--- src/rtl/move_ctrl.sv ---
// Grid position controller: edge-detected direction keys steer a cursor that
// advances one cell every TICK_DIV cycles, either stopping at walls or wrapping.
module move_ctrl #(
  parameter int GRID_W   = 40,
  parameter int GRID_H   = 30,
  parameter int START_X  = 20,
  parameter int START_Y  = 15,
  parameter int TICK_DIV = 25000000,
  parameter int WRAP     = 0
) (
  input  logic       clk,
  input  logic       clr,
  input  logic       L,
  input  logic       U,
  input  logic       R,
  input  logic       D,
  input  logic       en,
  output logic [5:0] px,
  output logic [4:0] py,
  output logic [1:0] dir,
  output logic       step,
  output logic       hit
);

  typedef enum logic [1:0] {IDLE = 2'd0, RUN = 2'd1, HALT = 2'd2} state_t;

  localparam int             CW   = $clog2(TICK_DIV);
  localparam logic [CW-1:0]  TMAX = CW'(TICK_DIV - 1);
  localparam logic [5:0]     XMAX = 6'(GRID_W - 1);
  localparam logic [4:0]     YMAX = 5'(GRID_H - 1);
  localparam logic [5:0]     X0   = 6'(START_X);
  localparam logic [4:0]     Y0   = 5'(START_Y);

  state_t        state;
  logic [CW-1:0] cnt;
  logic [3:0]    keys, key_q, armed, rise;
  logic          pend_v, take_v, req_v, blocked;
  logic [1:0]    pend_d, take_d, req_d, nd;
  logic [5:0]    nx;
  logic [4:0]    ny;

  // keys packed as {U,D,L,R}; armed blocks keys that were already held at reset
  assign keys = {U, D, L, R};
  assign rise = keys & ~key_q & armed;

  always_comb begin
    req_v = 1'b1;
    req_d = 2'b00;
    if (rise[3])      req_d = 2'b00;
    else if (rise[2]) req_d = 2'b10;
    else if (rise[1]) req_d = 2'b11;
    else if (rise[0]) req_d = 2'b01;
    else              req_v = 1'b0;
  end

  // a non-reversing request overrides any older pending heading
  always_comb begin
    if (req_v && (req_d != (dir ^ 2'b10))) begin
      take_v = 1'b1;
      take_d = req_d;
    end else begin
      take_v = pend_v;
      take_d = pend_d;
    end
    nd = take_v ? take_d : dir;
  end

  always_comb begin
    nx      = px;
    ny      = py;
    blocked = 1'b0;
    case (nd)
      2'b00: if (py == 5'd0) begin ny = YMAX; blocked = (WRAP == 0); end
             else ny = py - 5'd1;
      2'b01: if (px == XMAX) begin nx = 6'd0; blocked = (WRAP == 0); end
             else nx = px + 6'd1;
      2'b10: if (py == YMAX) begin ny = 5'd0; blocked = (WRAP == 0); end
             else ny = py + 5'd1;
      2'b11: if (px == 6'd0) begin nx = XMAX; blocked = (WRAP == 0); end
             else nx = px - 6'd1;
      default: begin nx = px; ny = py; end
    endcase
  end

  always_ff @(posedge clk) begin
    if (clr) begin
      state  <= IDLE;
      px     <= X0;
      py     <= Y0;
      dir    <= 2'b01;
      step   <= 1'b0;
      hit    <= 1'b0;
      cnt    <= '0;
      pend_v <= 1'b0;
      pend_d <= 2'b00;
      key_q  <= 4'b0000;
      armed  <= ~keys;
    end else begin
      key_q <= keys;
      armed <= armed | ~keys;
      step  <= 1'b0;
      case (state)
        IDLE: begin
          cnt    <= '0;
          pend_v <= 1'b0;
          if (req_v) begin
            dir   <= req_d;
            state <= RUN;
          end
        end
        RUN: begin
          if (en && (cnt == TMAX)) begin
            cnt    <= '0;
            pend_v <= 1'b0;
            dir    <= nd;
            if (blocked) begin
              hit   <= 1'b1;
              state <= HALT;
            end else begin
              px   <= nx;
              py   <= ny;
              step <= 1'b1;
            end
          end else begin
            if (en) cnt <= cnt + {{(CW-1){1'b0}}, 1'b1};
            pend_v <= take_v;
            pend_d <= take_d;
          end
        end
        HALT: begin
          if (req_v) begin
            px     <= X0;
            py     <= Y0;
            dir    <= 2'b01;
            hit    <= 1'b0;
            pend_v <= 1'b0;
            cnt    <= '0;
            state  <= IDLE;
          end
        end
        default: state <= IDLE;
      endcase
    end
  end

endmodule

--- config.mk ---
export PLATFORM = sky130hd
export DESIGN_NAME = move_ctrl
export DESIGN_NICKNAME = d
export VERILOG_FILES = /design/src/rtl/move_ctrl.sv
export SDC_FILE = /design/constraint.sdc
export NUM_CORES = 1
export LEC_CHECK = 0
export CELL_PAD_IN_SITES_DETAIL_PLACEMENT = 1
export CELL_PAD_IN_SITES_GLOBAL_PLACEMENT = 1
export CORE_MARGIN = 4
export CORE_UTILIZATION = 48
export DETAILED_ROUTE_END_ITERATION = 10
export PLACE_DENSITY_LB_ADDON = 0.1
export SYNTH_ARGS = -nofsm -noshare
export SYNTH_HDL_FRONTEND = slang
export SYNTH_SLANG_ARGS = --single-unit
--- constraint.sdc ---
create_clock -name clk -period 7.11 [get_ports clk]
set_input_delay 1.422 -clock clk [delete_from_list [all_inputs] [get_ports clk]]
set_output_delay 1.422 -clock clk [all_outputs]
set_load 0.05 [all_outputs]
==> metrics.txt, run 1 <==
Congestion Overflow GR=0; Worst-Margin Slew=0.9316 ns; end of the worst register-to-register path=cnt[24]$_SDFFE_PP0P_; Worst setup EP type=flop; Final Routed Wirelength=8663 microns; number of synthesized flops with an enable pin=0; Worst Path Buf+Inv=1; global-route wire length before repair=14,570 microns; overall global routing resource usage=0.2131; number of global-route vias before repair=3,082; Final Non-Filler Cells=500; Hold Path Class=reg -> reg; Max Cap Viol=0; area used by multi-input combinational logic=2023 sq um; initial cell density of the core=0.5002; setup TNS after final layout=0 ns; CP dominant cell by count=a21oi_1; count of hold-fix buffers inserted at cts=0; syn avg cell area=7.880 sq um; crit path launch type=input port; via count=3,048; detailed placement HPWL=6158 microns; die outline area=8107 sq um; dominant register cell in the synthesized netlist=dfxtp_1; origin of the critical flop-to-flop path=state[0]$_SDFFE_PP0P_; critical path peak fanout=7; power per cell area=232.5 nW/um^2; result of the run=complete, no violations; required time at the worst-slack endpoint=7.33 ns; number of filler cells placed in the layout=818; CTS Buffer Depth=2; DRC violation count after routing=0; cell area after synthesis=3231 sq um; clock buffer count from CTS=5; sequential cell area in the final layout=1061 sq um; final count of negative-setup-slack endpoints=0; maximum number of pins on one net before global-route repair=35; routed vias/inst=6.096; TritonCTS clock tree=yes; share of the clock period used by the worst path after layout=0.5761; antenna violations before repair=0; maximum operating frequency=244.1 MHz; Yosys cell types=67; sequence of cells on the critical path=clkdlybuf4s50_1, nand3b_1, a21oi_1, o311ai_1, nand2b_1, nand2_1, o21a_1, a21oi_1, a31oi_1, a311oi_1; Net Count, Synth=429; share of cells above drive strength 1=0.05201; area growth from synthesis to layout=11.77%; die width=90.04 microns; register bit total from synthesis=53; unrepaired setup endpoints after global routing=false; count of standard-cell rows=29; Routed Antenna Nets=0; worst r2r path cells=10; final core utilization=0.5591; post-synthesis sequential area ratio=0.3284; Max H-tree Level=2; clock tree skew after final layout=0.005074 ns; final weighted congestion in routability-driven placement=0.8367; Clock Pin Slew Worst Setup and Hold Paths=0.10 ns; 1st-pass router iterations=4; commonest cells after routing, fill and taps aside=nor2_1 (60), dfxtp_1 (53), nand2_1 (34), a21oi_1 (23), clkdlybuf4s50_1 (21); commonest non-fill, non-tap cell in the layout=nor2_1; delay contributed by the slowest stage of the critical path=0.45 ns; crit path time final=4.096 ns; # Post-CTS Setup Buffers=0; Synth Warn #=0; class of the most critical setup path=in -> reg; CTS Sinks=53; count of buffers inserted at the top-level ports=21; number of top-level design ports=22; antenna diode instance count=0; CTS root buffer=clkbuf_8; number of gates given a new drive strength after cts=0; Critical Path Slowest Stage Cell=clkdlybuf4s50_1; drt initial violations=127; Worst Path Arrival=4.32 ns; worst-case vdd ir drop=0.0001453 V; Final #Nets=441; max-slew violation count=0; worst min-delay path startpoint=armed[3]$_DFF_P_; total count of hold-check failures in the final report=0; family of cells with the greatest summed delay on the critical path=compound AO/OA/AOI/OAI gates; number of placed cells counting well taps=492; core area=6459 sq um; clock insertion delay at the later pin of the skew report=0.31 ns; asr flop ratio synth=0; routed length per instance=17.33 microns; Hold Path Cell Cnt=2; Die Y=90.04 microns; leakage power=1.257 nW; worst relative slew slack=0.3789; end of the worst hold path=armed[3]$_DFF_P_; number of standard cells after synthesis=410; Worst R2R Setup Slack=4.12 ns
[synthesized netlist by cell type (2+ instances only)]
library cell  instances  share of area
ha_1                 12          0.046
dfxtp_1              53           0.33
mux2i_1               3         0.0093
a311oi_1              4          0.011
nand3b_1              4         0.0093
nor4_1                7          0.014
o31ai_1               8          0.019
xor2_1               13          0.035
nor2b_1               6          0.012
inv_1                20          0.023
nand3_1              12          0.019
nor3_1               13          0.020
or3_1                 9          0.017
a31oi_1               7          0.014
o21a_1                3         0.0070
nand4_1              13          0.025
nand2b_1              6          0.012
clkbuf_1             13          0.015
buf_2                 2         0.0031
and4_1                2         0.0054
nand4b_1              4          0.011
a211oi_1              3         0.0070
o2111ai_1             2         0.0054
xnor2_1              10          0.027
a22oi_1               3         0.0070
a21oi_1              23          0.036
nor2_1               60          0.070
and3b_1               5          0.014
a21o_1                2         0.0046
o211ai_1              2         0.0046
o21ai_0              14          0.022
a2111oi_0             2         0.0054
and3_1                2         0.0039
nor4b_1               2         0.0054
nand2_1              34          0.040
[worst reg2reg max path, stage by stage, from the launching register on]
cell and delay [ns]:
dfxtp_1 0.41, inv_1 0.11, ha_1 0.44, inv_1 0.23
o221ai_2 0.22, nor3_1 0.45, nand2_1 0.26, nor2_1 0.36
nand4_1 0.17, xor2_1 0.15, nor2_1 0.05
[through the flow]
| stage | worst slack, ns | total power [mW] | hold WS, ns | instance area [sq um] |
|---|---|---|---|---|
| floorplan | 3.678 | 0.5259 | 0.4393 | 3231 |
| global placement | 2.839 | 0.5823 | 0.4496 | 3473 |
| detailed placement | 2.791 | 0.5922 | 0.4671 | 3473 |
| CTS | 3.067 | 0.8436 | 0.4828 | 3611 |
| global route | 2.852 | 0.8850 | 0.5197 | 3611 |
| finish | 3.014 | 0.8397 | 0.4772 | 3611 |
[final cells by class]
class | instances | share of cell area
well taps | 77 | 0.02668
inverters | 20 | 0.02079
flip-flops and latches | 53 | 0.2938
clock buffers | 5 | 0.01906
multi-input cells | 320 | 0.5603
clock inverters | 3 | 0.01906
repair buffers | 22 | 0.06029
[power breakdown]
part	switching [mW]	internal [mW]
Clock	0.109	0.142
Combinational	0.162	0.0857
Sequential	0.0279	0.314
[layer usage]
layer  vias to the layer above  part of all wire  GRT usage
li1                       1500                 -          -
met1                      1501              0.45     0.2604
met2                        35              0.51     0.3827
met3                        12             0.020    0.02838
met4                         0             0.019    0.07270
met5                         -                 0          0
[worst max path at each step]
| stage | startpoint | endpoint | depth (start not counted) |
|---|---|---|---|
| after floorplan | R | py[4]$_SDFFE_PP0P_ | 10 |
| after global placement | D | py[2]$_SDFFE_PP1P_ | 9 |
| after detailed placement | D | py[2]$_SDFFE_PP1P_ | 9 |
| after CTS | R | hit$_SDFFE_PP0P_ | 10 |
| after global routing | R | hit$_SDFFE_PP0P_ | 10 |
| final | R | hit$_SDFFE_PP0P_ | 10 |
[cell families (layout without fill, tap and decap cells)]
group / count (synthesis) / after routing / synth area share
compound gates: 93 / 93 / 0.2018
xor+xnor: 23 / 23 / 0.06235
fa+ha+maj: 12 / 12 / 0.04647
buf+inv: 37 / 50 / 0.04531
flops: 53 / 53 / 0.3284
mux: 4 / 4 / 0.01278
simple gates: 188 / 188 / 0.3029
[state kept, by name (all words and copies together) (netlist names)]
name / count
state: 2
armed: 4
dir: 2
key_q: 4
step: 1
px: 6
py: 5
pend_v: 1
cnt: 25
hit: 1
pend_d: 2
No activity file was read; power rests on OpenSTA's default activity.
==> run 2, diff against run 1 <==
--- a/config.mk
+++ b/config.mk
@@ -8,7 +8,7 @@
 export CELL_PAD_IN_SITES_DETAIL_PLACEMENT = 1
 export CELL_PAD_IN_SITES_GLOBAL_PLACEMENT = 1
 export CORE_MARGIN = 4
-export CORE_UTILIZATION = 48
+export CORE_UTILIZATION = 44
 export DETAILED_ROUTE_END_ITERATION = 10
 export PLACE_DENSITY_LB_ADDON = 0.1
 export SYNTH_ARGS = -nofsm -noshare
==> constraint.sdc (replaced) <==
create_clock -name clk -period 4.26 [get_ports clk]
set_input_delay 0.852 -clock clk [delete_from_list [all_inputs] [get_ports clk]]
set_output_delay 0.852 -clock clk [all_outputs]
set_load 0.05 [all_outputs]
==> metrics.txt, run 2 (synthesis gave the netlist of run 1 again) <==
result of the run=complete, no violations; CTS root buffer=clkbuf_8; clock group share of total power=0.267 (-0.031); commonest non-fill, non-tap cell in the layout=nor2_1; DRC violation count after routing=0 (unchanged); via count=3,048 (unchanged); detailed placement HPWL=6501 microns (+5.6%); antenna violations before repair=0 (unchanged); maximum number of pins on one net before global-route repair=25 (-29%); # Post-CTS Setup Buffers=0 (unchanged); Worst Path Buf+Inv=1 (unchanged); Clock Pin Slew Worst Setup and Hold Paths=0.09 ns (about the same); unrepaired setup endpoints after global routing=false; switching fraction of total power=0.3586 (+0.003403); sequence of cells on the critical path=clkdlybuf4s50_1, nand3b_1, o2111ai_1, o311ai_1, nand2b_1, a21oi_1, nand2_1, o221ai_1, o21ai_0, a22oi_1; area growth from synthesis to layout=12.32%; delay contributed by the slowest stage of the critical path=0.60 ns (+0.15 ns); final weighted congestion in routability-driven placement=0.8578 (+2.5%); critical path peak fanout=8 (+1); combinational fraction of design power=0.307 (+0.012); drt initial violations=123 (-3.1%); routed length per instance=16.47 microns (-4.9%); number of filler cells placed in the layout=849 (+3.8%); overall global routing resource usage=0.2017 (-0.01142); TritonCTS clock tree=yes; CTS Buffer Depth=2 (unchanged); Routed Antenna Nets=0 (unchanged); global-route wire length before repair=14,580 microns (about the same); leakage power=1.255 nW (-0.13%); maximum operating frequency=289.4 MHz; initial cell density of the core=0.4652 (-0.03497); sequential cell area in the final layout=1061 sq um (unchanged); share of the clock period used by the worst path after layout=0.8113; total count of hold-check failures in the final report=0 (unchanged); commonest cells after routing, fill and taps aside=nor2_1 (60), dfxtp_1 (53), nand2_1 (34), a21oi_1 (23), clkdlybuf4s50_1 (21); clock insertion delay at the later pin of the skew report=0.30 ns (about the same); final count of negative-setup-slack endpoints=0 (unchanged); die outline area=8777 sq um (+8.3%); total chip power=1.343 mW (+60%); clock tree skew after final layout=0.006358 ns (+0.001284 ns); Congestion Overflow GR=0 (unchanged); setup TNS after final layout=0 ns (unchanged); die width=93.69 microns (+4.0%); share of cells above drive strength 1=0.05412 (+0.002108); crit path time final=3.456 ns; Hold Path Class=reg -> reg; total net switching power=481.6 uW (+62%); worst-case vdd ir drop=0.0001868 V (+29%); Die Y=93.69 microns (+4.0%); max reg flops=25 (unchanged); area used by multi-input combinational logic=2023 sq um (unchanged); crit path launch type=input port; count of standard-cell rows=30 (+3.4%); class of the most critical setup path=in -> reg; family of cells with the greatest summed delay on the critical path=compound AO/OA/AOI/OAI gates; Biggest register=cnt; count of buffers inserted at the top-level ports=21 (unchanged); count of hold-fix buffers inserted at cts=0 (unchanged); Top Registers=cnt: 25 flops, px: 6 flops, py: 5 flops; max-slew violation count=0 (unchanged); portion of total power attributed to sequential cells=0.426 (+0.019); Final Routed Wirelength=8581 microns (-0.95%); P_int=861.6 uW (+59%); Final #Nets=443 (+0.45%); Max Cap Viol=0 (unchanged); Max H-tree Level=2 (unchanged); number of top-level design ports=22 (unchanged); Worst setup EP type=flop; routed vias/inst=5.850 (-4.0%); 1st-pass router iterations=4 (unchanged); number of gates given a new drive strength after cts=0 (unchanged); worst relative slew slack=0.5646 (+0.1857); core area=6944 sq um (+7.5%); Worst-Margin Slew=0.6530 ns (-0.2785 ns); power per cell area=370.2 nW/um^2 (+59%); number of global-route vias before repair=3,040 (-1.4%); required time at the worst-slack endpoint=4.47 ns (-2.86 ns); Critical Path Slowest Stage Cell=a21oi_1; clock buffer count from CTS=5 (unchanged); antenna diode instance count=0 (unchanged); CTS Sinks=53 (unchanged); Worst Path Arrival=3.67 ns (-0.65 ns)
run 2: changes by cell type in the layout (fill, tap and decap cells not counted):
cell,before,now
clkbuf_8,5,6
clkbuf_1,0,1
inv_6,1,0
buf_4,1,3
bufinv_16,2,1
run 2: routing by layer:
layer,part of all wire,routed length (microns),GRT usage,vias to the layer above
li1,-,-,-,1505
met5,0,0,0,-
met4,0.0063,54,0.03490,0
met1,0.47,4063,0.2659,1508
met2,0.50,4286,0.3560,30
met3,0.021,177,0.02484,5
run 2: path summary, 6_finish.rpt:
| check | from | endpoint | slack, ns | cells after the start |
|---|---|---|---|---|
| worst min-delay path | cnt[14]$_SDFFE_PP0P_ | cnt[14]$_SDFFE_PP0P_ | 0.50 | 2 |
| worst max register to register | state[0]$_SDFFE_PP0P_ | cnt[21]$_SDFFE_PP0P_ | 1.39 | 10 |
| worst min register to register | cnt[14]$_SDFFE_PP0P_ | cnt[14]$_SDFFE_PP0P_ | 0.50 | 2 |
| worst max-delay path | R | py[2]$_SDFFE_PP1P_ | 0.80 | 10 |
run 2: area by class of cell:
class                      instances  share of cell area
multi-input combinational        320              0.5576
sequential                        53              0.2924
timing repair buffer              24             0.06414
tap                               96             0.03310
clock buffer                       7             0.02379
inverter                          20             0.02069
clock inverter                     1            0.008276
run 2: power groups by stage:
stage / Combinational [mW] / Clock (mW) / Sequential (mW)
after floorplan: 0.263 / 0 / 0.615
after global placement: 0.398 / 0 / 0.580
after detailed placement: 0.412 / 0 / 0.583
after CTS: 0.414 / 0.374 / 0.572
after global routing: 0.453 / 0.393 / 0.580
final: 0.413 / 0.358 / 0.572
run 2: worst reg2reg max path, cell delays in order (launching register included):
cell and delay (ns):
dfxtp_1 0.41, inv_1 0.11, ha_1 0.43, inv_1 0.24, o221ai_2 0.23, nor4_1 0.54, nand2_1 0.21, nor2_1 0.24
nand4_1 0.15, xor2_1 0.16, nor2_1 0.05
run 2: through the flow:
stage / utilization / setup WS [ns] / instances / cell area, sq um / hold WS, ns
finish: 0.5225 / 0.8040 / 521 / 3628 / 0.4997
global route: 0.5225 / 0.5462 / 521 / 3628 / 0.5470
CTS: 0.5225 / 0.8536 / 521 / 3628 / 0.5047
detailed placement: 0.5058 / 0.5242 / 513 / 3512 / 0.4907
global placement: 0.5058 / 0.5957 / 513 / 3512 / 0.4530
floorplan: - / 1.398 / 410 / 3231 / 0.4393
